### src/rtl/set_scan_pkg.sv
// set_scan_pkg: mode and FSM encodings shared by the set_scan block.
package set_scan_pkg;

  // Combination rule applied across the circle sets for each point.
  localparam logic [1:0] MODE_AND  = 2'd0; // inside every set
  localparam logic [1:0] MODE_OR   = 2'd1; // inside at least one set
  localparam logic [1:0] MODE_XOR1 = 2'd2; // inside exactly one set
  localparam logic [1:0] MODE_DIFF = 2'd3; // inside set 0 and no other set

  typedef enum logic [1:0] {
    IDLE = 2'd0,
    CALC = 2'd1,
    DONE = 2'd2
  } state_e;

endpackage

### src/rtl/set_row_member.sv
// set_row_member: membership of every point on one grid row in one circle.
// A point is inside when r != 0 and dx^2 + dy^2 <= r^2, evaluated exactly.
module set_row_member #(
  parameter int GRID    = 8,
  parameter int COORD_W = 4
) (
  input  logic [COORD_W-1:0] y_i,
  input  logic [COORD_W-1:0] cx_i,
  input  logic [COORD_W-1:0] cy_i,
  input  logic [COORD_W-1:0] r_i,
  output logic [GRID-1:0]    member_o
);

  // Squares are formed at this width so dx^2 + dy^2 never wraps.
  localparam int SQ_W = 2 * COORD_W + 2;

  logic [SQ_W-1:0] dy_sq;
  logic [SQ_W-1:0] r_sq;
  logic [COORD_W-1:0] dy_abs;

  assign dy_abs = (y_i >= cy_i) ? (y_i - cy_i) : (cy_i - y_i);
  assign dy_sq  = SQ_W'(dy_abs) * SQ_W'(dy_abs);
  assign r_sq   = SQ_W'(r_i) * SQ_W'(r_i);

  for (genvar gx = 0; gx < GRID; gx++) begin : g_col
    logic [COORD_W-1:0] x_pos;
    logic [COORD_W-1:0] dx_abs;
    logic [SQ_W-1:0]    dist_sq;

    assign x_pos   = COORD_W'(gx);
    assign dx_abs  = (x_pos >= cx_i) ? (x_pos - cx_i) : (cx_i - x_pos);
    assign dist_sq = SQ_W'(dx_abs) * SQ_W'(dx_abs) + dy_sq;
    assign member_o[gx] = (r_i != '0) && (dist_sq <= r_sq);
  end

endmodule

### src/rtl/set_scan.sv
// set_scan: counts grid points that satisfy a set-combination rule over
// NUM_SET circles, scanning one row per cycle.
// Optional macro SET_SCAN_PIPE_EN registers the per-row hit vector before the
// popcount/accumulate stage, adding one cycle of latency.
// Handshake: en is a start strobe accepted only in IDLE or DONE; valid is a
// one-cycle strobe in DONE and candidate holds the result until the next job
// completes (or reset).
module set_scan
  import set_scan_pkg::*;
#(
  parameter int GRID    = 8,
  parameter int NUM_SET = 3,
  parameter int COORD_W = 4,
  parameter int CNT_W   = $clog2(GRID * GRID + 1)
) (
  input  logic                           clk,
  input  logic                           rst,
  input  logic                           en,
  input  logic [NUM_SET*2*COORD_W-1:0]   central,
  input  logic [NUM_SET*COORD_W-1:0]     radius,
  input  logic [1:0]                     mode,
  output logic                           busy,
  output logic                           valid,
  output logic [CNT_W-1:0]               candidate,
  output logic [1:0]                     state_dbg_o
);

  localparam int PH_W = $clog2(GRID + 2);
  localparam logic [PH_W-1:0] PH_ROWS = PH_W'(GRID);
`ifdef SET_SCAN_PIPE_EN
  localparam logic [PH_W-1:0] PH_LAST = PH_W'(GRID + 1);
`else
  localparam logic [PH_W-1:0] PH_LAST = PH_W'(GRID);
`endif

  state_e                         state_q, state_d;
  logic [PH_W-1:0]                ph_q, ph_d;
  logic [NUM_SET*2*COORD_W-1:0]   cen_q, cen_d;
  logic [NUM_SET*COORD_W-1:0]     rad_q, rad_d;
  logic [1:0]                     mode_q, mode_d;
  logic [CNT_W-1:0]               acc_q, acc_d;
  logic [CNT_W-1:0]               cand_q, cand_d;

  logic [COORD_W-1:0] row_y;
  logic [GRID-1:0]    member [NUM_SET];
  logic [GRID-1:0]    row_hit;
  logic [GRID-1:0]    pop_src;
  logic [CNT_W-1:0]   row_pop;
  logic               row_live;

  assign row_y    = COORD_W'(ph_q);
  assign row_live = (state_q == CALC) && (ph_q < PH_ROWS);

  for (genvar gi = 0; gi < NUM_SET; gi++) begin : g_set
    localparam int CB = (NUM_SET - 1 - gi) * 2 * COORD_W;
    localparam int RB = (NUM_SET - 1 - gi) * COORD_W;
    set_row_member #(.GRID(GRID), .COORD_W(COORD_W)) u_member (
      .y_i      (row_y),
      .cx_i     (cen_q[CB + 2*COORD_W - 1 -: COORD_W]),
      .cy_i     (cen_q[CB + COORD_W - 1 -: COORD_W]),
      .r_i      (rad_q[RB + COORD_W - 1 -: COORD_W]),
      .member_o (member[gi])
    );
  end

  // Apply the latched mode to each column of the current row.
  always_comb begin
    row_hit = '0;
    for (int c = 0; c < GRID; c++) begin
      logic       all_in, others;
      logic [2:0] ones;
      all_in = 1'b1;
      others = 1'b0;
      ones   = '0;
      for (int i = 0; i < NUM_SET; i++) begin
        all_in = all_in & member[i][c];
        ones   = ones + 3'(member[i][c]);
        if (i != 0) others = others | member[i][c];
      end
      case (mode_q)
        MODE_AND:  row_hit[c] = all_in;
        MODE_OR:   row_hit[c] = (ones != '0);
        MODE_XOR1: row_hit[c] = (ones == 3'd1);
        default:   row_hit[c] = member[0][c] & ~others;
      endcase
    end
  end

`ifdef SET_SCAN_PIPE_EN
  logic [GRID-1:0] mem_q, mem_d;

  assign mem_d   = row_live ? row_hit : '0;
  assign pop_src = mem_q;

  // Row hit register between compare and accumulate.
  always_ff @(posedge clk) begin
    if (!rst) mem_q <= '0;
    else      mem_q <= mem_d;
  end
`else
  assign pop_src = row_live ? row_hit : '0;
`endif

  // Popcount of the row entering the accumulator.
  always_comb begin
    row_pop = '0;
    for (int c = 0; c < GRID; c++) row_pop = row_pop + CNT_W'(pop_src[c]);
  end

  // Next-state, job latching and accumulation.
  always_comb begin
    state_d = state_q;
    ph_d    = ph_q;
    cen_d   = cen_q;
    rad_d   = rad_q;
    mode_d  = mode_q;
    acc_d   = acc_q;
    cand_d  = cand_q;
    case (state_q)
      CALC: begin
        acc_d = acc_q + row_pop;
        ph_d  = ph_q + 1'b1;
        if (ph_q == PH_LAST) begin
          state_d = DONE;
          cand_d  = acc_d;
        end
      end
      default: begin
        // IDLE and DONE accept a new job; DONE otherwise drops to IDLE.
        if (state_q == DONE) state_d = IDLE;
        if (en) begin
          state_d = CALC;
          ph_d    = '0;
          acc_d   = '0;
          cen_d   = central;
          rad_d   = radius;
          mode_d  = mode;
        end
      end
    endcase
  end

  // State and datapath registers with synchronous active-low reset.
  always_ff @(posedge clk) begin
    if (!rst) begin
      state_q <= IDLE;
      ph_q    <= '0;
      cen_q   <= '0;
      rad_q   <= '0;
      mode_q  <= '0;
      acc_q   <= '0;
      cand_q  <= '0;
    end else begin
      state_q <= state_d;
      ph_q    <= ph_d;
      cen_q   <= cen_d;
      rad_q   <= rad_d;
      mode_q  <= mode_d;
      acc_q   <= acc_d;
      cand_q  <= cand_d;
    end
  end

  assign busy        = (state_q != IDLE);
  assign valid       = (state_q == DONE);
  assign candidate   = cand_q;
  assign state_dbg_o = state_q;

endmodule

### config.mk
export PLATFORM = sky130hd
export DESIGN_NAME = set_scan
export DESIGN_NICKNAME = d
export VERILOG_FILES = /design/src/rtl/set_scan_pkg.sv /design/src/rtl/set_row_member.sv /design/src/rtl/set_scan.sv
export SDC_FILE = /design/constraint.sdc
export NUM_CORES = 1
export LEC_CHECK = 0
export ABC_AREA = 1
export CELL_PAD_IN_SITES_DETAIL_PLACEMENT = 0
export CELL_PAD_IN_SITES_GLOBAL_PLACEMENT = 2
export CORE_MARGIN = 8
export CORE_UTILIZATION = 31
export CTS_CLUSTER_SIZE = 25
export DETAILED_ROUTE_END_ITERATION = 10
export DONT_BUFFER_PORTS = 1
export GPL_ROUTABILITY_DRIVEN = 1
export GPL_TIMING_DRIVEN = 0
export PLACE_DENSITY_LB_ADDON = 0.25
export SLEW_MARGIN = 20
export SYNTH_ARGS = -nofsm -noshare
export SYNTH_HDL_FRONTEND = slang
export SYNTH_SLANG_ARGS = --single-unit
### constraint.sdc
create_clock -name clk -period 10.11 [get_ports clk]
set_input_delay 2.022 -clock clk [delete_from_list [all_inputs] [get_ports clk]]
set_output_delay 2.022 -clock clk [all_outputs]
set_load 0.05 [all_outputs]
==> results of run 1 <==
## critical path: cells and delay by family, from the launching register on
family / cells / cell delay (ns)
AO/OA/AOI/OAI: 13 / 2.02
flip-flops: 1 / 0.39
AND/OR/NAND/NOR: 9 / 0.80
adder cells (fa/ha/maj): 13 / 4.95
buffers and inverters: 12 / 0.89
XOR/XNOR: 3 / 0.44
## placed cells by master (no fill, tap or decap), types with 10 or more instances in the layout
cell type  instances
o211ai_1          25
nor2_1           262
ha_1             434
clkbuf_1          23
buf_4             24
xnor2_1           29
a21oi_1          180
nand3_1           64
dfxtp_1           56
xor2_1            67
a31oi_1           27
fa_1             115
o21ai_0          147
or2_2             23
nand2_1          544
buf_6             13
nor3_1            28
a21o_1            14
buf_2             11
nand4_1           96
xor2_2            10
inv_1            435
## through the flow
stage                     setup TNS [ns]  hold slack (ns)
after detailed placement          -6.828           0.4561
after CTS                              0           0.4644
after floorplan                        0           0.4353
after global routing            -0.01654           0.4930
after global placement            -10.99           0.4490
final                                  0           0.4686
## flip-flops by register name, summed over array words and instances (netlist names)
register,flops
acc_q,7
rad_q,12
mode_q,2
cen_q,24
candidate,7
ph_q,4
state_dbg_o,2
## per-layer routing
metal | vias to the layer above | track usage (%) | wire [um]
li1 | 9038 | - | -
met1 | 8160 | 23.42 | 29350
met2 | 229 | 28.27 | 27140
met3 | 51 | 2.077 | 2323
met4 | 2 | 3.367 | 945
met5 | - | 0 | 10
## layout make-up
type / count / area [um2]
fillers: 6524 / 39330
repair buffers: 38 / 346.6
plain buffers: 37 / 152.6
diodes: 5 / 12.51
clock buffers: 10 / 239.0
well taps: 782 / 978.4
clock inverters: 6 / 41.29
multi-input cells: 2169 / 16190
inverters: 445 / 1683
flip-flops and latches: 58 / 1164
## cell families after synthesis
kind of cell | after synthesis | synth area share, %
adder cells (fa/ha/maj) | 558 | 41.88
AO/OA/AOI/OAI | 454 | 13.59
buffers and inverters | 482 | 9.695
XOR/XNOR | 116 | 5.403
flip-flops | 58 | 6.175
AND/OR/NAND/NOR | 1038 | 23.24
other | 1 | 0.01994
## what timing repair did
action	CTS	global route
hold buffers	0	0
gates resized for setup	10	37
pin swaps	3	12
setup buffers	8	17
endpoints found under the setup margin	14	12
gates cloned	0	0
## how the worst min path moves through the flow
| stage | cells past startpoint | end | slack, ns | start |
|---|---|---|---|---|
| after floorplan | 2 | cen_q[11] | 0.44 | cen_q[11] |
| after global placement | 2 | cen_q[11] | 0.45 | cen_q[11] |
| after detailed placement | 2 | cen_q[19] | 0.46 | cen_q[19] |
| after CTS | 2 | cen_q[19] | 0.46 | cen_q[19] |
| after global routing | 2 | acc_q[2] | 0.49 | acc_q[2] |
| final | 2 | cen_q[19] | 0.47 | cen_q[19] |
## power by group through the flow
stage               Clock, W  Combinational (W)  Sequential [W]
CTS                 0.000319            0.00631        0.000269
detailed placement         0            0.00622        0.000274
global route        0.000330            0.00740        0.000272
finish              0.000310            0.00632        0.000269
floorplan                  0            0.00466        0.000264
global placement           0            0.00604        0.000274
==> results.txt, run 1 <==
----------------------------------------------------
[Global routing]
  Total congestion overflow ... 0
  Largest net degree at the start of global routing ... 14
  Antenna violations before repair ... 8
  First-pass GRT wire length ... 93.72 mm
  Vias in the first global route ... 16962
  All-layer global routing usage ... 16.98%

[Critical path]
  Cell repeated most along the worst path ... inv_1
  Worst r2r src ... ph_q[0]
  Highest fanout seen on the critical path ... 7
  Biggest cell delay along the critical path ... 0.57 ns
  R2r worst-path depth ... 50
  Capture point of the worst reg-to-reg path ... candidate[6]
  Critical-path cell with the highest stage delay ... fa_1
  Capture point of the critical path ... candidate[6]
  Critical path type ... reg2reg
  Required time at the worst-slack endpoint ... 10.35 ns
  Category of the worst setup path capture point ... flop
  Critical path data arrival time ... 9.88 ns
  Critical path startpoint category ... flop
  Flop2flop setup slack ... 0.47 ns
  Start point of the critical path ... ph_q[0]

[Die]
  Initial Utilization ... 31.27%
  Core Footprint ... 0.06013 mm2
  Core Rows ... 90
  Horizontal die dimension ... 262.3 um
  Count of boundary I/O pins ... 52
  Chip height ... 262.3 um
  Die Area ... 0.06880 mm2

[Detailed routing]
  Mean number of vias per cell ... 4.924
  Detailed-route wire length ... 59.77 mm
  Average wire per standard cell ... 16.84 um
  Post-route DRC violation count ... 0
  Routed vias ... 17480
  Number of violations reported at the end of detailed-routing iteration 0 ... 892
  Length of the first detailed-routing pass in iterations ... 7
  Antenna Violating Nets Remaining ... 0

[Synthesis]
  Share of the yosys chip area belonging to registers ... 6.175%
  Dominant cell by count in the synthesized netlist ... nand2_1
  Commonest cells in the synthesized netlist ... 548 x nand2_1, 439 x ha_1, 438 x inv_1, 263 x nor2_1, 186 x a21oi_1
  Cell taking the most area after synthesis ... ha_1
  Area share of the leading cell type in the synthesized netlist ... 29.21%
  Syn Std Cell Area ... 0.01880 mm2
  Number of instances in the synthesized netlist ... 2707
  Count of unique library cells instantiated by Yosys ... 44
  Proportion of register bits with asynchronous set or reset after synthesis ... 0%
  Top cells by area in the synthesized netlist ... ha_1 29%, fa_1 13%, nand2_1 11%
  Number of flops mapped to enable cells by yosys ... 0
  Synthesis warning total ... 0
  Total of flip-flops plus latches after synthesis ... 58
  Post-Syn Area per Cell ... 6.947 um2
  Primary flip-flop cell chosen by synthesis mapping ... dfxtp_1

[Timing]
  Transition time at the pin with the least slew margin ... 1.036 ns
  Slew Limit Fails ... 0
  Worst Skew ... 0.01014 ns
  Part of the cycle the worst path needs ... 95.37%
  Shortest period the worst path allows ... 9.642 ns
  Final Setup Violations ... 0
  Final hold violation count ... 0
  Max-slew headroom at the worst pin ... 30.95%
  Achievable frequency ... 103.7 MHz
  Setup slack after layout ... 0.4676 ns

[Power and ir drop]
  PwrDens ... 331.8 mW/mm2
  Highest ir drop seen on vdd ... 0.0001239 V
  Switching part of the total power ... 57.55%
  Share of total power in the clock network ... 4.5%
  Cell internal pwr ... 0.002931 W
  Share of total power in combinational logic ... 91.6%
  Sequential power share ... 3.9%
  Total power after layout ... 0.006904 W
  Standby leakage power ... 11.21 nW
  Net Switching ... 0.003973 W

[Placed design]
  HPWL after detailed placement ... 49.74 mm
  GP Congestion ... 0.8316
  Number of input and output port buffers inserted ... 0
  Post-Place Worst Slack ... -0.8772 ns
  Post-placement cell area ... 0.02010 mm2
  Instance count after placement with tap cells included ... 3504

[Clock tree]
  Number of clock sinks seen by CTS ... 58
  Worst-path clk slew ... 0.06 ns
  Root buffer cell ... clkbuf_16
  TritonCTS clock tree ... built
  Clock buffer count from CTS ... 9
  Clock Latency Late Sink ... 0.35 ns
  CTS HTree Levels ... 3
  Largest buffer count on any clock path ... 2

[Cells and area]
  Layout net count ... 3357
  Fraction of layout cells with a size suffix above 1 ... 6.189%
  Utilization after layout ... 34.60%
  Synth-to-Final Area Change ... 10.65%
  Final std cells w/o fill ... 3550
  Design area ... 0.02081 mm2

[Min path]
  Min-Delay Path Class ... reg2reg

[Status]
  Status ... completed

[Run]
  Max_cap viols ... 0

----------------------------------------------------
No activity file was read; power rests on OpenSTA's default activity.
==> run 2: changes to the inputs <==
- ABC_CLOCK_PERIOD_IN_PS: unset -> 9100
- clock period: 10.11 -> 9.1 ns (I/O delays scaled with it)
==> results.txt, run 2 (synthesis gave the netlist of run 1 again) <==
----------------------------------------------------
[Timing]
  Worst Skew ... 0.01103 ns (+0.0008880 ns)
  Slew Limit Fails ... 0 (unchanged)
  Max-slew headroom at the worst pin ... 37.52% (+6.6 points)
  Total Negative Setup Slacks ... 0 ns (unchanged)
  Part of the cycle the worst path needs ... 99.10% (+3.7 points)
  RSZ-0062 raised after global routing ... true
  Achievable frequency ... 110.9 MHz (+6.9%)
  Shortest period the worst path allows ... 9.018 ns (-0.6244 ns)
  Transition time at the pin with the least slew margin ... 0.9372 ns (-0.09860 ns)
  Final Setup Violations ... 0 (unchanged)
  Final hold slack ... 0.4612 ns (-0.007449 ns)
  Final hold violation count ... 0 (unchanged)

[Detailed routing]
  Top layer reached by signal wires ... met5
  Antenna Violating Nets Remaining ... 0 (unchanged)
  Average wire per standard cell ... 16.72 um (-0.70%)
  Routed vias ... 17671 (+1.1%)
  Length of the first detailed-routing pass in iterations ... 5 (-2)
  Mean number of vias per cell ... 4.920 (about the same)
  Wire length on met2 ... 27.60 mm (+1.7%)
  Detailed-routing wirelength on met1 ... 28.62 mm (-2.5%)
  Detailed-route wire length ... 60.05 mm (+0.47%)
  Number of violations reported at the end of detailed-routing iteration 0 ... 937 (+5.0%)
  Post-route DRC violation count ... 0 (unchanged)
  Detailed-routed wire length on met3 ... 2.261 mm (-2.7%)

[Cells and area]
  Layout net count ... 3402 (+1.3%)
  Most frequent cells in the layout ... 521 x nand2_1, 414 x ha_1, 406 x inv_1
  Most common library cell in the layout ignoring fill and taps ... nand2_1
  Fill cell instance count of the final layout ... 6477 (-0.72%)
  Top register by number of flip-flops ... cen_q
  Number of flip-flops in the largest register ... 24 (unchanged)
  Largest registers ranked by flip-flop count ... cen_q (24), rad_q (12)
  Fraction of layout cells with a size suffix above 1 ... 12.25% (+6.1 points)
  Utilization after layout ... 36.30% (+1.7 points)
  Synth-to-Final Area Change ... 16.08%

[Status]
  Status ... completed

[Critical path]
  R2r worst-path depth ... 48 (-4.0%)
  Category of the worst setup path capture point ... flop
  Flop2flop setup slack ... 0.08 ns (-0.39 ns)
  Critical path startpoint category ... flop
  Buffer and inverter count on the worst path ... 11 (-1)
  Critical path data arrival time ... 9.29 ns (-0.59 ns)
  Highest fanout seen on the critical path ... 5 (-2)
  Biggest cell delay along the critical path ... 0.58 ns (about the same)
  Start point of the critical path ... ph_q[0]
  Cell class contributing the biggest share of worst-path delay ... adder cells
  Critical path type ... reg2reg
  Worst r2r src ... ph_q[0]
  Cell repeated most along the worst path ... inv_2
  Required time at the worst-slack endpoint ... 9.37 ns (-0.98 ns)
  Capture point of the worst reg-to-reg path ... acc_q[5]
  Critical-path cell with the highest stage delay ... fa_2

[Clock tree]
  Worst-path clk slew ... 0.07 ns (about the same)
  Clock buffer count from CTS ... 9 (unchanged)
  Number of buffers inserted for hold repair after clock tree synthesis ... 0 (unchanged)
  CTS HTree Levels ... 3 (unchanged)
  Clock Latency Late Sink ... 0.35 ns (about the same)
  TritonCTS clock tree ... built
  Root buffer cell ... clkbuf_16
  Largest buffer count on any clock path ... 2 (unchanged)
  Number of clock sinks seen by CTS ... 58 (unchanged)

[Die]
  Die Area ... 0.06880 mm2 (unchanged)
  Horizontal die dimension ... 262.3 um (unchanged)
  Initial Utilization ... 31.27% (unchanged)
  Core Footprint ... 0.06013 mm2 (unchanged)
  Chip height ... 262.3 um (unchanged)
  Core Rows ... 90 (unchanged)
  Count of boundary I/O pins ... 52 (unchanged)

[Power and ir drop]
  Sequential power share ... 3.7% (-0.2 points)
  Net Switching ... 0.004568 W (+15%)
  Standby leakage power ... 11.51 nW (+2.7%)
  Highest ir drop seen on vdd ... 0.0001436 V (+16%)
  PwrDens ... 375.3 mW/mm2 (+13%)
  Share of total power in combinational logic ... 91.1% (-0.5 points)
  Switching part of the total power ... 55.77% (-1.8 points)
  Total power after layout ... 0.008191 W (+19%)
  Share of total power in the clock network ... 5.2% (+0.7 points)
  Cell internal pwr ... 0.003623 W (+24%)

[Min path]
  Worst Hold Path Cells ... 2 (unchanged)
  Min-Delay Path Class ... reg2reg
  Hold path endpoint ... cen_q[3]
  Launch instance of the worst min-delay path ... cen_q[3]

[Global routing]
  Antenna violations before repair ... 8 (unchanged)
  Vias in the first global route ... 17328 (+2.2%)
  Total congestion overflow ... 0 (unchanged)
  First-pass GRT wire length ... 94.95 mm (+1.3%)
  Largest net degree at the start of global routing ... 14 (unchanged)
  All-layer global routing usage ... 17.09% (+0.11 points)

[Run]
  Max_cap viols ... 0 (unchanged)

[Placed design]
  HPWL after detailed placement ... 49.09 mm (-1.3%)
  Number of input and output port buffers inserted ... 0 (unchanged)
  GP Congestion ... 0.8665 (+4.2%)

----------------------------------------------------
-- run 2: changes by cell type in the layout (fill, tap and decap cells not counted), sizes merged --
cell / delta
buf: +44
clkinvlp: -3
inv: +1
diode: -3
bufinv: +3
-- run 2: repair_timing --
item	CTS	global route
endpoints found under the setup margin	14	14
buffers inserted	51	20
gates resized for setup	114	105
pin swaps	68	76
endpoints found under the hold margin	0	0
-- run 2: per-layer routing --
metal	vias to the layer above	GRT usage (%)
met5	-	0
met4	8	4.614
met3	74	2.030
met2	284	28.71
met1	8189	22.95
li1	9116	-
-- run 2: stage by stage --
stage / setup WS (ns) / std cells / instance area, um2
after detailed placement: -1.763 / 3504 / 20110
final: 0.08207 / 3592 / 21830
after CTS: -0.08064 / 3571 / 21350
after floorplan: 0.01350 / 2709 / 18830
after global routing: -0.4210 / 3591 / 21830
after global placement: -1.996 / 3491 / 19810
-- run 2: power by group through the flow --
stage / Clock [W] / Sequential [W] / Combinational, W
2_1_floorplan: 0 / 0.000294 / 0.00518
3_3_place_gp: 0 / 0.000304 / 0.00669
3_5_place_dp: 0 / 0.000305 / 0.00687
4_1_cts: 0.000440 / 0.000300 / 0.00731
5_1_grt: 0.000449 / 0.000303 / 0.00872
6_report: 0.000428 / 0.000300 / 0.00746
-- run 2: cell type report --
cell class                      count  area (um2)  share of cell area, %
Timing Repair Buffer               83       740.7                  3.393
Tap cell                          782       978.4                  4.482
Clock inverter                      7       125.1                 0.5732
Multi-Input combinational cell   2169       16750                  76.72
Clock buffer                        9       225.2                  1.032
Buffer                             37       155.1                 0.7108
Sequential cell                    58        1166                  5.342
Antenna cell                        2       5.005                0.02293
Inverter                          445        1685                  7.721
-- run 2: worst max-delay path by stage --
stage	endpoint	depth (start not counted)	slack, ns
after global routing	acc_q[5]	48	-0.42
final	acc_q[5]	48	0.08
after CTS	acc_q[6]	52	-0.08
after global placement	acc_q[6]	46	-2.00
after floorplan	candidate[6]	46	0.01
after detailed placement	acc_q[6]	49	-1.76
-- run 2: worst reg2reg max path: cells and delay by family, from the launching register on --
family / cells / cell delay, ns
compound gates: 10 / 1.38
xor+xnor: 2 / 0.37
fa+ha+maj: 12 / 4.85
buf+inv: 11 / 0.74
flops: 1 / 0.38
simple gates: 13 / 1.22
